<file path="config.mk">
export PLATFORM = sky130hd
export DESIGN_NAME = program_loader
export DESIGN_NICKNAME = d
export VERILOG_FILES = /design/src/rtl/program_loader.sv
export SDC_FILE = /design/constraint.sdc
export NUM_CORES = 1
export LEC_CHECK = 0
export CAP_MARGIN = 20
export CORE_AREA = 5 5 67 81
export CTS_CLUSTER_DIAMETER = 200
export CTS_CLUSTER_SIZE = 24
export DETAILED_ROUTE_END_ITERATION = 6
export DIE_AREA = 0 0 72 86
export SYNTH_ARGS = -nofsm -noshare
export SYNTH_HDL_FRONTEND = slang
export SYNTH_SLANG_ARGS = --single-unit
</file>
<file path="constraint.sdc">
create_clock -name clk -period 3.25 [get_ports clk]
set_input_delay 0.4875 -clock clk [delete_from_list [all_inputs] [get_ports clk]]
set_output_delay 0.4875 -clock clk [all_outputs]
set_load 0.005 [all_outputs]
</file>
<file path="src/rtl/program_loader.sv">
// rtl/program_loader.sv - streams a program image into CPU RAM over the shared bus while holding the CPU in reset
// Optional trailing-checksum verification is enabled by defining PROGRAM_LOADER_CHECKSUM_EN.
module program_loader #(
   parameter int RAM_BYTES = 16
) (
   input  logic       clk,
   input  logic       rst_n,
   input  logic       load_start,
   input  logic       load_abort,
   input  logic [7:0] byte_in,
   input  logic       byte_valid,
   output logic       byte_ready,
   output logic [7:0] bus_out,
   output logic       bus_oe,
   output logic       n_load_addr,
   output logic       n_load_data,
   output logic       ram_write_n,
   output logic       cpu_hold,
   output logic       busy,
   output logic       done,
   output logic       err
);

`ifdef PROGRAM_LOADER_CHECKSUM_EN
   typedef enum logic [2:0] {
      IDLE, WAIT_BYTE, DRV_ADDR, DRV_DATA, WRITE, WAIT_SUM, DONE
   } state_t;
`else
   typedef enum logic [2:0] {
      IDLE, WAIT_BYTE, DRV_ADDR, DRV_DATA, WRITE, DONE
   } state_t;
`endif

   localparam logic [3:0] LAST_ADDR = 4'(RAM_BYTES - 1);

   state_t     state;
   state_t     state_nxt;
   logic [3:0] addr;
   logic [7:0] byte_q;
   logic       abort_hit;
   logic       sum_fail;

`ifdef PROGRAM_LOADER_CHECKSUM_EN
   logic [7:0] sum;
   logic [7:0] sum_chk;
   assign sum_chk  = sum + byte_in;
   assign sum_fail = (state == WAIT_SUM) && byte_valid && !load_abort && (sum_chk != 8'h00);
`else
   assign sum_fail = 1'b0;
`endif

   assign abort_hit = load_abort && (state != IDLE);

   always_comb begin
      state_nxt = state;
      case (state)
         IDLE:      if (load_start) state_nxt = WAIT_BYTE;
         WAIT_BYTE: if (byte_valid) state_nxt = DRV_ADDR;
         DRV_ADDR:  state_nxt = DRV_DATA;
         DRV_DATA:  state_nxt = WRITE;
`ifdef PROGRAM_LOADER_CHECKSUM_EN
         WRITE:     state_nxt = (addr == LAST_ADDR) ? WAIT_SUM : WAIT_BYTE;
         WAIT_SUM:  if (byte_valid) state_nxt = (sum_chk == 8'h00) ? DONE : IDLE;
`else
         WRITE:     state_nxt = (addr == LAST_ADDR) ? DONE : WAIT_BYTE;
`endif
         DONE:      state_nxt = IDLE;
         default:   state_nxt = IDLE;
      endcase
      // Abort outranks any handshake completing in the same cycle
      if (abort_hit) state_nxt = IDLE;
   end

   // Outputs are registered from the next state so they track the state register exactly
   always_ff @(posedge clk or negedge rst_n) begin
      if (!rst_n) begin
         state       <= IDLE;
         addr        <= 4'd0;
         byte_q      <= 8'd0;
`ifdef PROGRAM_LOADER_CHECKSUM_EN
         sum         <= 8'd0;
`endif
         cpu_hold    <= 1'b0;
         done        <= 1'b0;
         err         <= 1'b0;
         byte_ready  <= 1'b0;
         bus_out     <= 8'd0;
         bus_oe      <= 1'b0;
         n_load_addr <= 1'b1;
         n_load_data <= 1'b1;
         ram_write_n <= 1'b1;
         busy        <= 1'b0;
      end else begin
         state <= state_nxt;

         if (state == IDLE && load_start) begin
            addr     <= 4'd0;
`ifdef PROGRAM_LOADER_CHECKSUM_EN
            sum      <= 8'd0;
`endif
            done     <= 1'b0;
            err      <= 1'b0;
            cpu_hold <= 1'b1;
         end

         if (state == WAIT_BYTE && byte_valid && !load_abort) begin
            byte_q <= byte_in;
`ifdef PROGRAM_LOADER_CHECKSUM_EN
            sum    <= sum + byte_in;
`endif
         end

         if (state == WRITE && addr != LAST_ADDR && !load_abort)
            addr <= addr + 4'd1;

         if (abort_hit || sum_fail)
            err <= 1'b1;

         if (state_nxt == DONE) begin
            done     <= 1'b1;
            cpu_hold <= 1'b0;
         end

`ifdef PROGRAM_LOADER_CHECKSUM_EN
         byte_ready  <= (state_nxt == WAIT_BYTE) || (state_nxt == WAIT_SUM);
`else
         byte_ready  <= (state_nxt == WAIT_BYTE);
`endif
         bus_oe      <= (state_nxt == DRV_ADDR) || (state_nxt == DRV_DATA);
         bus_out     <= (state_nxt == DRV_ADDR) ? {4'b0000, addr} :
                        (state_nxt == DRV_DATA) ? byte_q : 8'd0;
         n_load_addr <= (state_nxt != DRV_ADDR);
         n_load_data <= (state_nxt != DRV_DATA);
         ram_write_n <= (state_nxt != WRITE);
         busy        <= (state_nxt != IDLE) && (state_nxt != DONE);
      end
   end

endmodule
</file>
==> results.yml <==
critical_path:
  cpPeakStageDelay_ns: 0.66
  timing.rr.start: "state[0]$_DFF_PN0_"
  critical_path.startpoint: "load_abort"
  worstPathCellList: "clkdlybuf4s50_1 -> or4b_1 -> or2_4 -> nand3_1 -> o21ai_2"
  cp_max_fo: 11
  endpoint_kind: "register"
  cp_top_family: "simple AND/OR/NAND/NOR gates"
  critPathKind: "input pin to register"
  path_buf_inv: 1
  worstPathArrival_ns: 2.21
  slowest_stage: "or4b_1"
  crit_path_start_kind: "input pin"
  required_ns: 3.42
final_layout:
  nNetsFinal: 154
  diodes: 0
  area_growth_pct: 31.4
  drive_gt1_share_pct: 14.9
  fin_util_pct: 38.5
  fillers: 451
  layout_common_cells: "dfrtp_1 (29), clkdlybuf4s50_1 (29), mux2_2 (8)"
timing:
  rsz0062_at_grt: "false"
  tightest_slew_ns: 0.534
  setup_viol_count_final: 0
  finalSetupTns_ns: 0
  period_share_pct: 62.7
  fmax_mhz: 491
  finalWorstPathRequiredPeriod_ns: 2.04
  maxSlewViolCount: 0
  finalHoldViolCount: 0
  slew_headroom_pct: 64.4
  clock-skew-final_ns: 0.00826
logic_synthesis:
  mappedNetlistArea_um2: 1330
  yosys_warnings: 0
  synth_top_area_share_pct: 54.7
  ys_seq_area_share_pct: 60.7
  syn-num-nets: 124
  synth.distinct_cells: 33
  synth_top_cell_by_area: "dfrtp_1"
  yosys-top-cells-area: "dfrtp_1 (55%), mux2_2 (6.8%), dfstp_2 (5.9%)"
  synthCells: 110
  ys_ff_latch: 32
  synth.avg_cell_area_um2: 12.1
die:
  start_util_pct: 29.3
  num_io_pins: 30
  dieArea_um2: 6190
  chipHeight_um: 86
  core_region_area_um2: 4530
  die_x_um: 72
  num_rows: 27
drt:
  ant_nets: 0
  wirelength_um: 2690
  wl_per_cell_um: 13.5
  vias_per_cell: 4.63
  drc_errors: 0
  drtIter0Drc: 55
  vias: 922
  drtPass1Iterations: 4
global_route:
  antenna_found_initial: 0
  grt_pass1_wl_um: 4580
  grt_pass1_vias: 944
  grtUsageTotal_pct: 9.84
  grt_max_degree: 33
  grt_overflow: 0
clock_tree:
  cts_root_buf: "clkbuf_8"
  clkLatencyLatePin_ns: 0.29
  cts_tree: "done"
  cts_made_buffers: 5
  postCtsSetupBuffers: 0
  cts_buffer_depth: 2
  cts_resized: 0
  htreeDepth: 2
  hold_buffers: 0
  cts_sinks: 32
  clkTransAtPathRegs_ns: 0.07
status:
  status: "finished, final reports clean"
place:
  post-dp-hpwl_um: 1920
  portBuffers: 29
  place_congestion: 0.803
power_and_ir_drop:
  cellLeakagePower_nw: 0.771
  vdd_drop_max_mv: 0.186
  cellPowerDensity_nw_per_um2: 600
worst_hold_path:
  hold_start: "byte_q[5]$_DFFE_PN0P_"
  hold_path_class: "register to register"
run:
  cap_violations: 0
-- routing by layer --
layer | global-route usage [%] | vias to the layer above | routed length [um]
met5 | 0 | - | 0
met4 | 6.32 | 0 | 56
met3 | 5.28 | 6 | 266
met2 | 14.0 | 41 | 1220
met1 | 11.3 | 437 | 1150
li1 | - | 438 | -
-- cell type report --
cell class	instances	area (um^2)	share of cell area, %
Multi-Input combinational cell	65	460	26.4
Tap cell	58	72.6	4.16
Clock buffer	7	76.3	4.38
Timing Repair Buffer	31	305	17.5
Clock inverter	1	5.00	0.287
Inverter	5	18.8	1.08
Sequential cell	32	805	46.2
-- cell families after synthesis --
family,synth area share (%)
simple gates,13.5
buf+inv,4.62
fa+ha+maj,0.943
flops,60.7
compound gates,11.3
xor+xnor,0.660
mux,8.30
-- cell usage after synthesis --
master and number:
dfrtp_1 29, mux2_2 8, nor2_1 6, a21oi_1 5
inv_1 5, a22o_1 4, and2_1 4, buf_2 4
nand2b_1 4, nor3_1 4, o21ai_0 4, clkbuf_1 3
dfstp_2 3, nor2b_1 3, a21o_1 2, mux2i_1 2
nand2_1 2, nand3_1 2, or4b_1 2, a32oi_1 1
and3_1 1, and3b_1 1, buf_6 1, ha_1 1
nand4_1 1, o21a_1 1, o21ai_1 1, o21ai_2 1
o22ai_1 1, o32a_1 1, o32ai_1 1, or2_4 1
xnor2_1 1
-- worst register-to-register path: cells and delay by family (launching register included) --
kind / cells / cell delay (ns)
flops: 1 / 0.54
simple gates: 2 / 0.79
mux: 1 / 0.41
-- stage by stage --
step | instance area, um^2 | instances | setup WS [ns] | hold slack [ns] | power [mW]
after floorplan | 1330 | 110 | 1.46 | 0.192 | 0.670
after global placement | 1660 | 191 | 0.976 | 0.456 | 0.754
after detailed placement | 1660 | 191 | 0.923 | 0.461 | 0.767
after CTS | 1740 | 199 | 1.22 | 0.487 | 1.06
after global routing | 1740 | 199 | 1.13 | 0.495 | 1.11
final | 1740 | 199 | 1.21 | 0.484 | 1.05
-- state kept, by name (all words and copies together), names as in the netlist, 3 cells and up --
name     count
state        3
byte_q       8
addr         4
bus_out      8
-- path summary, 6_finish.rpt --
check | endpoint | depth (start not counted) | slack (ns)
min in group asynchronous | byte_q[6]$_DFFE_PN0P_ | 2 | 0.60
max reg2reg | byte_q[6]$_DFFE_PN0P_ | 3 | 1.40
min reg2reg | bus_out[5]$_DFF_PN0_ | 1 | 0.48
max | addr[0]$_DFFE_PN0P_ | 5 | 1.21
min | bus_out[5]$_DFF_PN0_ | 1 | 0.48
max in group asynchronous | n_load_addr$_DFF_PN1_ | 2 | 2.31
-- report_power, final --
part | switching [mW] | leakage [nW] | internal (mW)
Clock | 0.141 | 0.0422 | 0.150
Sequential | 0.0534 | 0.406 | 0.484
Combinational | 0.0840 | 0.322 | 0.135
(Power assumes the default switching activity.)
